$ cat src/rtl/stf_seq_pkg.sv
// Shared tx definitions for the L-STF burst sequencer: widths, period length and
// the sequencer state encoding.
package stf_seq_pkg;

  localparam int STF_LEN = 16;
  localparam int IQ_W    = 32;
  localparam int CNT_W   = 8;
  localparam int HALF_W  = IQ_W / 2;
  localparam int ADDR_W  = $clog2(STF_LEN);

  typedef enum logic [1:0] {
    IDLE  = 2'd0,
    RUN   = 2'd1,
    FLUSH = 2'd2
  } state_t;

endpackage : stf_seq_pkg

$ cat src/rtl/stf_iq_half.sv
// Optional edge window for the L-STF burst: halves I and Q independently when en is
// high, otherwise passes the word through. Only present when STF_WINDOW_EN is defined.
`ifdef STF_WINDOW_EN
module stf_iq_half
  import stf_seq_pkg::*;
(
  input  logic            en,
  input  logic [IQ_W-1:0] din,
  output logic [IQ_W-1:0] dout
);

  logic signed [HALF_W-1:0] i_in;
  logic signed [HALF_W-1:0] q_in;
  logic signed [HALF_W-1:0] i_half;
  logic signed [HALF_W-1:0] q_half;

  // Arithmetic shift keeps the sign, so negative components round toward -inf.
  function automatic logic signed [HALF_W-1:0] half_s(input logic signed [HALF_W-1:0] x);
    return x >>> 1;
  endfunction

  assign i_in   = din[IQ_W-1:HALF_W];
  assign q_in   = din[HALF_W-1:0];
  assign i_half = half_s(i_in);
  assign q_half = half_s(q_in);

  assign dout = en ? {i_half, q_half} : din;

endmodule : stf_iq_half
`endif

$ cat src/rtl/stf_seq.sv
// L-STF burst sequencer: streams NUM_REP periods of a 16-word external ROM through a
// valid/ready output register. Build option STF_WINDOW_EN halves the first/last sample.
module stf_seq
  import stf_seq_pkg::*;
#(
  parameter int NUM_REP = 10
) (
  input  logic              clk,
  input  logic              rst,
  input  logic              start,
  output logic [ADDR_W-1:0] rom_addr,
  input  logic [IQ_W-1:0]   rom_dout,
  output logic [IQ_W-1:0]   out_iq,
  output logic              out_valid,
  input  logic              out_ready,
  output logic              out_last,
  output logic              busy,
  output logic              done
);

  localparam int                LAST_I   = NUM_REP * STF_LEN - 1;
  localparam logic [CNT_W-1:0]  LAST_IDX = CNT_W'(LAST_I);

  state_t             state;
  state_t             state_n;
  logic [CNT_W-1:0]   sample_cnt;
  logic [CNT_W-1:0]   cnt_n;
  logic [IQ_W-1:0]    iq_n;
  logic               vld_n;
  logic               last_n;
  logic               busy_n;
  logic               done_n;
  logic               load;
  logic [IQ_W-1:0]    sample_p0;

  // sample_cnt always points at the next sample to load, so the ROM word is ready
  // combinationally on the edge that captures it.
  assign rom_addr = sample_cnt[ADDR_W-1:0];

`ifdef STF_WINDOW_EN
  logic edge_smp;

  assign edge_smp = (sample_cnt == '0) || (sample_cnt == LAST_IDX);

  stf_iq_half u_half (
    .en   (edge_smp),
    .din  (rom_dout),
    .dout (sample_p0)
  );
`else
  assign sample_p0 = rom_dout;
`endif

  assign load = !out_valid || out_ready;

  always_comb begin
    state_n = state;
    cnt_n   = sample_cnt;
    iq_n    = out_iq;
    vld_n   = out_valid;
    last_n  = out_last;
    busy_n  = busy;
    done_n  = 1'b0;
    unique case (state)
      IDLE: begin
        cnt_n = '0;
        // A start coinciding with the done pulse belongs to the finished burst.
        if (start && !done) begin
          iq_n    = sample_p0;
          vld_n   = 1'b1;
          last_n  = 1'b0;
          busy_n  = 1'b1;
          cnt_n   = CNT_W'(1);
          state_n = RUN;
        end
      end
      RUN: begin
        if (load) begin
          iq_n  = sample_p0;
          vld_n = 1'b1;
          if (sample_cnt == LAST_IDX) begin
            last_n  = 1'b1;
            state_n = FLUSH;
          end else begin
            cnt_n = sample_cnt + CNT_W'(1);
          end
        end
      end
      FLUSH: begin
        if (out_ready) begin
          vld_n   = 1'b0;
          last_n  = 1'b0;
          busy_n  = 1'b0;
          done_n  = 1'b1;
          cnt_n   = '0;
          state_n = IDLE;
        end
      end
      default: begin
        state_n = IDLE;
        cnt_n   = '0;
        vld_n   = 1'b0;
        last_n  = 1'b0;
        busy_n  = 1'b0;
      end
    endcase
  end

  // Output register stage: everything the downstream sees is registered here.
  always_ff @(posedge clk) begin
    if (rst) begin
      state      <= IDLE;
      sample_cnt <= '0;
      out_iq     <= '0;
      out_valid  <= 1'b0;
      out_last   <= 1'b0;
      busy       <= 1'b0;
      done       <= 1'b0;
    end else begin
      state      <= state_n;
      sample_cnt <= cnt_n;
      out_iq     <= iq_n;
      out_valid  <= vld_n;
      out_last   <= last_n;
      busy       <= busy_n;
      done       <= done_n;
    end
  end

endmodule : stf_seq

$ cat config.mk
export PLATFORM = sky130hd
export DESIGN_NAME = stf_seq
export DESIGN_NICKNAME = d
export VERILOG_FILES = /design/src/rtl/stf_seq_pkg.sv /design/src/rtl/stf_iq_half.sv /design/src/rtl/stf_seq.sv
export SDC_FILE = /design/constraint.sdc
export NUM_CORES = 1
export LEC_CHECK = 0
export ABC_AREA = 0
export CORE_UTILIZATION = 45
export DETAILED_ROUTE_END_ITERATION = 6
export MAX_ROUTING_LAYER = met4
export PLACE_DENSITY_LB_ADDON = 0.2
export SLEW_MARGIN = 15
export SYNTH_ARGS = -nofsm -noshare
export SYNTH_HDL_FRONTEND = slang
export SYNTH_SLANG_ARGS = --single-unit
$ cat constraint.sdc
create_clock -name clk -period 3.9 [get_ports clk]
set_input_delay 0.39 -clock clk [delete_from_list [all_inputs] [get_ports clk]]
set_output_delay 0.39 -clock clk [all_outputs]
set_load 0.05 [all_outputs]
* Yosys cells after proc, flatten, opt, wreduce, memory -nomap -nowiden
Index checks and enable logic that the tools add are counted.
W data, S select, Z words.
** Operators by class
- Add/subtract/negate cells :: 1
- Equal/unequal tests :: 8
- Multiplexer cells :: 23
- Bitwise gates (word level) :: 2
- Reductions and logical operators :: 12
** Operator list (number)
- $mux W32 :: 2
- $pmux W32 S2 :: 1
- $mux W8 :: 3
- $pmux W8 S3 :: 1
- $reduce_and A3 Y1 :: 4
- $ne A2 B2 Y1 const B :: 5
- $pmux W1 S3 :: 3
- $add A8 B1 Y8 const B :: 1
- $eq A8 B8 Y1 const B :: 1
- $mux W1 :: 8
- $mux W2 :: 4
- $pmux W2 S3 :: 1
- $reduce_and A4 Y1 :: 1
- $eq A2 B1 Y1 const B :: 1
- $eq A2 B2 Y1 const B :: 1
- $logic_not A1 Y1 :: 2
- $logic_not A2 Y1 :: 1
- $not A1 Y1 :: 2
- $reduce_bool A2 Y1 :: 1
- $reduce_or A2 Y1 :: 1
- $logic_and A1 B1 Y1 :: 1
- $logic_or A1 B1 Y1 :: 1
** Storage, ports and cells
- Register bits :: 46
- Input port bits :: 36
- Output and inout bits :: 40
- Logic and storage cells :: 53

* Depth between registers and ports, before layout
Gate-level depths: netlist (run 1).
- Depth in word-level cells :: 4
- Mapped depth :: 6
- Gate-level depth less buffers :: 5

* Least setup slack after synthesis (run 1)
Ideal clock, no wire load.
- Path type :: register to register
- From :: register out_last (netlist name)
- To :: register sample_cnt[0]
- Setup time :: 132 ps
- Arrival :: 1673 ps
- Required time :: 3768 ps
- Path slack :: 2094 ps
- Stages on the path, launching flop included :: 6
- Buffers on the path :: 1
- Period minus slack after synthesis :: 1806 ps
- Cell sequence :: dfxtp_1 -> or3b_1 -> nand2_1 -> clkbuf_1 -> a211o_1 -> a21oi_1
** RTL lines
- end signal, assigned :: RTL line stf_seq.sv:121 : sample_cnt <= cnt_n;
- end, declared :: RTL line stf_seq.sv:26 : logic [CNT_W-1:0] sample_cnt;

* Final worst setup path (run 1)
- From :: input port out_ready
- To :: register out_iq[2]
** On the way
- Cells in the longest elaborated chain, start to end :: 3
** RTL lines
- start, declared :: RTL line stf_seq.sv:15 : input logic out_ready,
- $logic_or A1 B1 Y1 :: RTL line stf_seq.sv:54 : assign load = !out_valid || out_ready;
- $ne A2 B2 Y1 (no source line)
- $reduce_and A3 Y1 (no source line)
- end signal, assigned :: RTL line stf_seq.sv:122 : out_iq <= iq_n;
- end, declared :: RTL line stf_seq.sv:13 : output logic [IQ_W-1:0] out_iq,
No other way between the ends.
A chain may end at the register's enable or synchronous reset.

==> flow_metrics.tcl, run 1 <==
set metrics [dict create \
    worst_slack_ns 1.70 \
    grt_pass1_wl_mm 7.59 \
    synthFlopType "dfxtp_1" \
    hold_path_class "reg2reg" \
    finalInstanceArea_mm2 0.00274 \
    finalCritPeriodShare_pct 56.5 \
    ys_seq_area_share_pct 46.1 \
    relSlewSlack_pct 32.1 \
    cap_violations 0 \
    cts_hold_buf 0 \
    arrival_ns 2.42 \
    end_kind "flip-flop" \
    postPlaceCellArea_mm2 0.00267 \
    drtAntennaViolNets 0 \
    drc 0 \
    clkTransAtPathRegs_ns 0.08 \
    r2r-start "state[0]$_SDFFE_PP0P_" \
    power_density_mw_per_mm2 392 \
    synth_edf_count 0 \
    ctsResizeCount 0 \
    dp_slack_ns 1.41 \
    worstSetupPathType "in2reg" \
    clock_skew_ns 0.00503 \
    track_usage_pct 22.4 \
    ys_warn_count 0 \
    dieArea_mm2 0.00461 \
    clock_path_buffers 2 \
    netlist_instances 238 \
    n_antenna_cell 0 \
    start_util_pct 47.8 \
    grt-ovfl-total 0 \
    p_leak_nw 0.985 \
    final_cell_mix "clkdlybuf4s50_1 (75), a21oi_1 (46), dfxtp_1 (45)" \
    ys_async_sr_fraction_pct 0 \
    layout_commonest_cell "clkdlybuf4s50_1" \
    setup_viol 0 \
    area_growth_pct 40.5 \
    routed_wl_mm 4.95 \
    crit_fanout 32 \
    max-vdd-ir-drop_mv 0.230 \
    rsz0062_at_grt "false" \
    startpoint_type "input port" \
    final_nets 336 \
    ys_seq_elements 45 \
    status "complete, no violations" \
    drtPass1Iterations 4 \
    cts_tree "yes" \
    post-route-min-period_ns 2.20 \
    worstHoldStart "out_iq[22]$_SDFFE_PP0P_" \
    tightest_slew_ns 1.02 \
    vias 1918 \
    die_width_um 67.9 \
    cts_setup_buffers 0 \
    drive_gt1_share_pct 4.03 \
    synth.distinct_cells 32 \
    finalWeightedCongestion 0.866 \
    grt_pass1_vias 1682 \
    cp.required_ns 4.12 \
    clockRootBuffer "clkbuf_8" \
    portBuffers 75 \
    wl_per_cell_um 14.2 \
    io_pins 76 \
    std_cell_rows 23 \
    hpwl_mm 3.12 \
    syn_area_mm2 0.00195 \
    clock_sinks 45 \
    core_area_mm2 0.00409 \
    startpoint "out_ready" \
    avgSynthCellArea_um2 8.21 \
    antenna_found_initial 0 \
    grt_start_max_net_pins 42 \
    die_h_um 67.9 \
    fmax_ghz 0.454 \
    vias_per_cell 5.51 \
    insertion_delay_ns 0.29 \
    finalHoldViolCount 0 \
    slew_viol_final 0 \
    p_total_w 0.00107 \
    synth_nets 275 \
    cts_max_level 2 \
    fin_tns_setup_ns 0 \
    cts_made_buffers 5 \
    drt_iter0_markers 181 \
]
## routing by layer
| metal | track usage (%) | up-vias | routed length [um] | share of wire (%) |
|---|---|---|---|---|
| met1 | 29.8 | 864 | 2360 | 48 |
| met4 | 9.38 | 0 | 42 | 0.85 |
| li1 | - | 985 | - | - |
| met3 | 4.33 | 4 | 290 | 5.9 |
| met2 | 32.9 | 65 | 2260 | 46 |
| met5 | - | - | 0 | 0 |
## per-stage QoR
stage               cells  utilization (%)  hold slack, ns
global placement      342             65.3           0.460
detailed placement    342             65.3           0.469
floorplan             238                -           0.436
global route          348             67.1           0.502
CTS                   348             67.1           0.480
finish                348             67.1           0.478
## worst paths after layout
kind,endpoint,slack (ns),cells past startpoint
min reg2reg,out_iq[22]$_SDFFE_PP0P_,0.48,2
min,out_iq[22]$_SDFFE_PP0P_,0.48,2
max reg2reg,out_iq[2]$_SDFFE_PP0P_,1.86,4
max,out_iq[2]$_SDFFE_PP0P_,1.70,5
## final cells by class
type                       count  area, um^2
sequential                    45         901
clock buffer                   5        68.8
inverter                       4        15.0
fill                         342        1340
timing repair buffer          78         773
tap                           50        62.6
multi-input combinational    165         918
clock inverter                 1        5.00
## sequential cells by signal (all words and copies together), names as in the netlist
signal,flops
sample_cnt,8
out_valid,1
state,1
done,1
out_last,1
out_iq,32
busy,1
## cells by family after synthesis
| group | after synthesis | synth area share (%) |
|---|---|---|
| DFF | 45 | 46.1 |
| AOI/OAI and AO/OA | 98 | 27.9 |
| adders and majority gates | 1 | 0.641 |
| buffers and inverters | 28 | 7.05 |
| and+or+nand+nor | 66 | 18.3 |
## synthesized netlist by cell type (3+ instances only)
cell type | count | area (um^2)
a2111o_1 | 5 | 56.3
buf_4 | 4 | 30.0
a21oi_1 | 47 | 235
buf_2 | 8 | 40.0
clkbuf_1 | 9 | 33.8
dfxtp_1 | 45 | 901
inv_1 | 3 | 11.3
nand2_1 | 10 | 37.5
nor2b_1 | 3 | 18.8
o21ai_1 | 37 | 185
nand2b_1 | 3 | 18.8
nand3_1 | 37 | 185
## worst max-delay path, cell delays in order
cell	delay, ns
clkdlybuf4s50_1	0.57
nand2b_1	0.26
a21o_1	0.83
nand3_1	0.18
a21oi_1	0.18
## power breakdown
part | switching (W) | leakage, nW | total, W | internal, W
Clock | 0.000147 | 0.0399 | 0.000265 | 0.000118
Combinational | 0.000187 | 0.575 | 0.000300 | 0.000114
Sequential | 0.0000192 | 0.370 | 0.000509 | 0.000490
Total | 0.000353 | 0.985 | 0.00107 | 0.000722
Note: power is estimated with default switching activity, not from simulation.
==> run 2, diff against run 1 <==
--- a/config.mk
+++ b/config.mk
@@ -6,7 +6,7 @@
 export NUM_CORES = 1
 export LEC_CHECK = 0
 export ABC_AREA = 0
-export CORE_UTILIZATION = 45
+export CORE_UTILIZATION = 39
 export DETAILED_ROUTE_END_ITERATION = 6
 export MAX_ROUTING_LAYER = met4
 export PLACE_DENSITY_LB_ADDON = 0.2
==> constraint.sdc (replaced) <==
create_clock -name clk -period 1.85 [get_ports clk]
set_input_delay 0.185 -clock clk [delete_from_list [all_inputs] [get_ports clk]]
set_output_delay 0.185 -clock clk [all_outputs]
set_load 0.05 [all_outputs]
==> flow_metrics.tcl, run 2 (same netlist as run 1, synthesis figures left out) <==
set metrics [dict create \
    dieArea_mm2 0.00529 \
    drt_iter0_markers 103 \
    routed_wl_mm 5.20 \
    n_antenna_cell 0 \
    final_nets 344 \
    core_area_mm2 0.00479 \
    status "complete, no violations" \
    final_cell_mix "clkdlybuf4s50_1 (74), a21oi_1 (46), dfxtp_1 (45)" \
    regMostFlops "out_iq" \
    portBuffers 75 \
    max-vdd-ir-drop_mv 0.514 \
    finalWeightedCongestion 0.847 \
    whs_path_depth 3 \
    cap_violations 0 \
    rrSetupSlack_ns 0.09 \
    end_kind "flip-flop" \
    fin_tns_setup_ns 0 \
    drtAntennaViolNets 0 \
    drtPass1Iterations 4 \
    top_regs "out_iq (32), sample_cnt (8)" \
    largest_reg_flops 32 \
    hold_path_class "in2reg" \
    wl_per_cell_um 13.9 \
    setup_viol 0 \
    std_cell_rows 25 \
    vias_per_cell 5.23 \
    track_usage_pct 20.6 \
    finalCritPeriodShare_pct 95.2 \
    fin_hold_ws_ns 0.443 \
    die_h_um 72.8 \
    start_util_pct 40.8 \
    worstHoldStart "rom_dout[25]" \
    timing.rr.end "sample_cnt[5]$_SDFFE_PP0P_" \
    fmax_ghz 0.568 \
    worstSetupPathType "reg2reg" \
    startpoint_type "flip-flop" \
    drc 0 \
    tightest_slew_ns 0.610 \
    io_pins 76 \
    cts_made_buffers 5 \
    layout_commonest_cell "clkdlybuf4s50_1" \
    antenna_found_initial 0 \
    ctsResizeCount 0 \
    vias 1961 \
    arrival_ns 2.00 \
    placed_cells 367 \
    grt_pass1_vias 1858 \
    cts_max_level 2 \
    grt-ovfl-total 0 \
    cts_setup_buffers 0 \
    clock_path_buffers 2 \
    clock_skew_ns 0.00623 \
    slew_viol_final 0 \
    grt_pass1_wl_mm 8.22 \
    p_leak_nw 1.04 \
    die_width_um 72.8 \
    clkTransAtPathRegs_ns 0.09 \
    hpwl_mm 3.37 \
    grt_start_max_net_pins 41 \
    hold_path_end "out_iq[25]$_SDFFE_PP0P_" \
    post-route-min-period_ns 1.76 \
    relSlewSlack_pct 58.9 \
    cp.required_ns 2.09 \
    cts_hold_buf 0 \
    r2r-start "sample_cnt[0]$_SDFFE_PP0P_" \
    power_density_mw_per_mm2 817 \
    cts_tree "yes" \
    rsz0062_at_grt "false" \
    drive_gt1_share_pct 7.79 \
    crit_fanout 13 \
    clockRootBuffer "clkbuf_8" \
    insertion_delay_ns 0.30 \
    stdcell_count 375 \
    finalHoldViolCount 0 \
    clock_sinks 45 \
    area_growth_pct 46.5 \
    rr_worst_depth 5 \
]
run 2: changes by cell type in the layout (fill, tap and decap cells not counted):
cell,before,now
a211o_1,2,1
a211o_2,0,1
buf_12,0,2
buf_4,3,10
clkdlybuf4s50_1,75,74
clkinv_2,1,2
clkinvlp_4,0,1
run 2: area by class of cell:
type | count | area [um^2]
sequential | 45 | 901
inverter | 4 | 15.0
multi-input combinational | 165 | 920
tap | 67 | 83.8
fill | 452 | 1920
clock inverter | 3 | 17.5
clock buffer | 5 | 68.8
timing repair buffer | 86 | 856
run 2: how the worst max path moves through the flow:
| stage | start | end | slack, ns | cells after the start |
|---|---|---|---|---|
| final | sample_cnt[0]$_SDFFE_PP0P_ | sample_cnt[5]$_SDFFE_PP0P_ | 0.09 | 5 |
| after CTS | sample_cnt[0]$_SDFFE_PP0P_ | sample_cnt[7]$_SDFFE_PP0P_ | 0.06 | 5 |
| after global routing | sample_cnt[0]$_SDFFE_PP0P_ | sample_cnt[5]$_SDFFE_PP0P_ | 0.009 | 5 |
| after global placement | out_ready | sample_cnt[5]$_SDFFE_PP0P_ | 0.05 | 5 |
| after floorplan | out_last$_SDFFE_PP0P_ | sample_cnt[0]$_SDFFE_PP0P_ | 0.04 | 5 |
| after detailed placement | out_ready | sample_cnt[7]$_SDFFE_PP0P_ | 0.02 | 5 |
run 2: report_power, final:
part           internal (W)  total, W  switching (W)
sequential          0.00103   0.00107      0.0000349
clock              0.000261  0.000603       0.000342
combinational      0.000261  0.000666       0.000405
total               0.00156   0.00234       0.000781
run 2: metrics by stage:
stage | total power [W] | setup slack (ns) | util (%) | instance area [um^2]
after floorplan | 0.00150 | 0.0443 | - | 1950
after global placement | 0.00175 | 0.0527 | 58.0 | 2770
after detailed placement | 0.00176 | 0.0155 | 58.0 | 2770
after CTS | 0.00235 | 0.0592 | 59.8 | 2860
after global routing | 0.00244 | 0.00939 | 59.8 | 2860
final | 0.00234 | 0.0890 | 59.8 | 2860
run 2: routing by layer:
| metal | part of all wire [%] | GRT usage (%) |
|---|---|---|
| met1 | 48 | 25.1 |
| met2 | 47 | 33.9 |
| met3 | 5.0 | 5.94 |
| met4 | 0.77 | 4.79 |
| met5 | 0 | - |
run 2: worst max-delay path: stages (launching register included):
cell	delay (ns)
dfxtp_1	0.35
ha_1	0.24
nor4bb_1	0.15
a211o_2	0.45
a2111o_1	0.44
o21ai_1	0.07
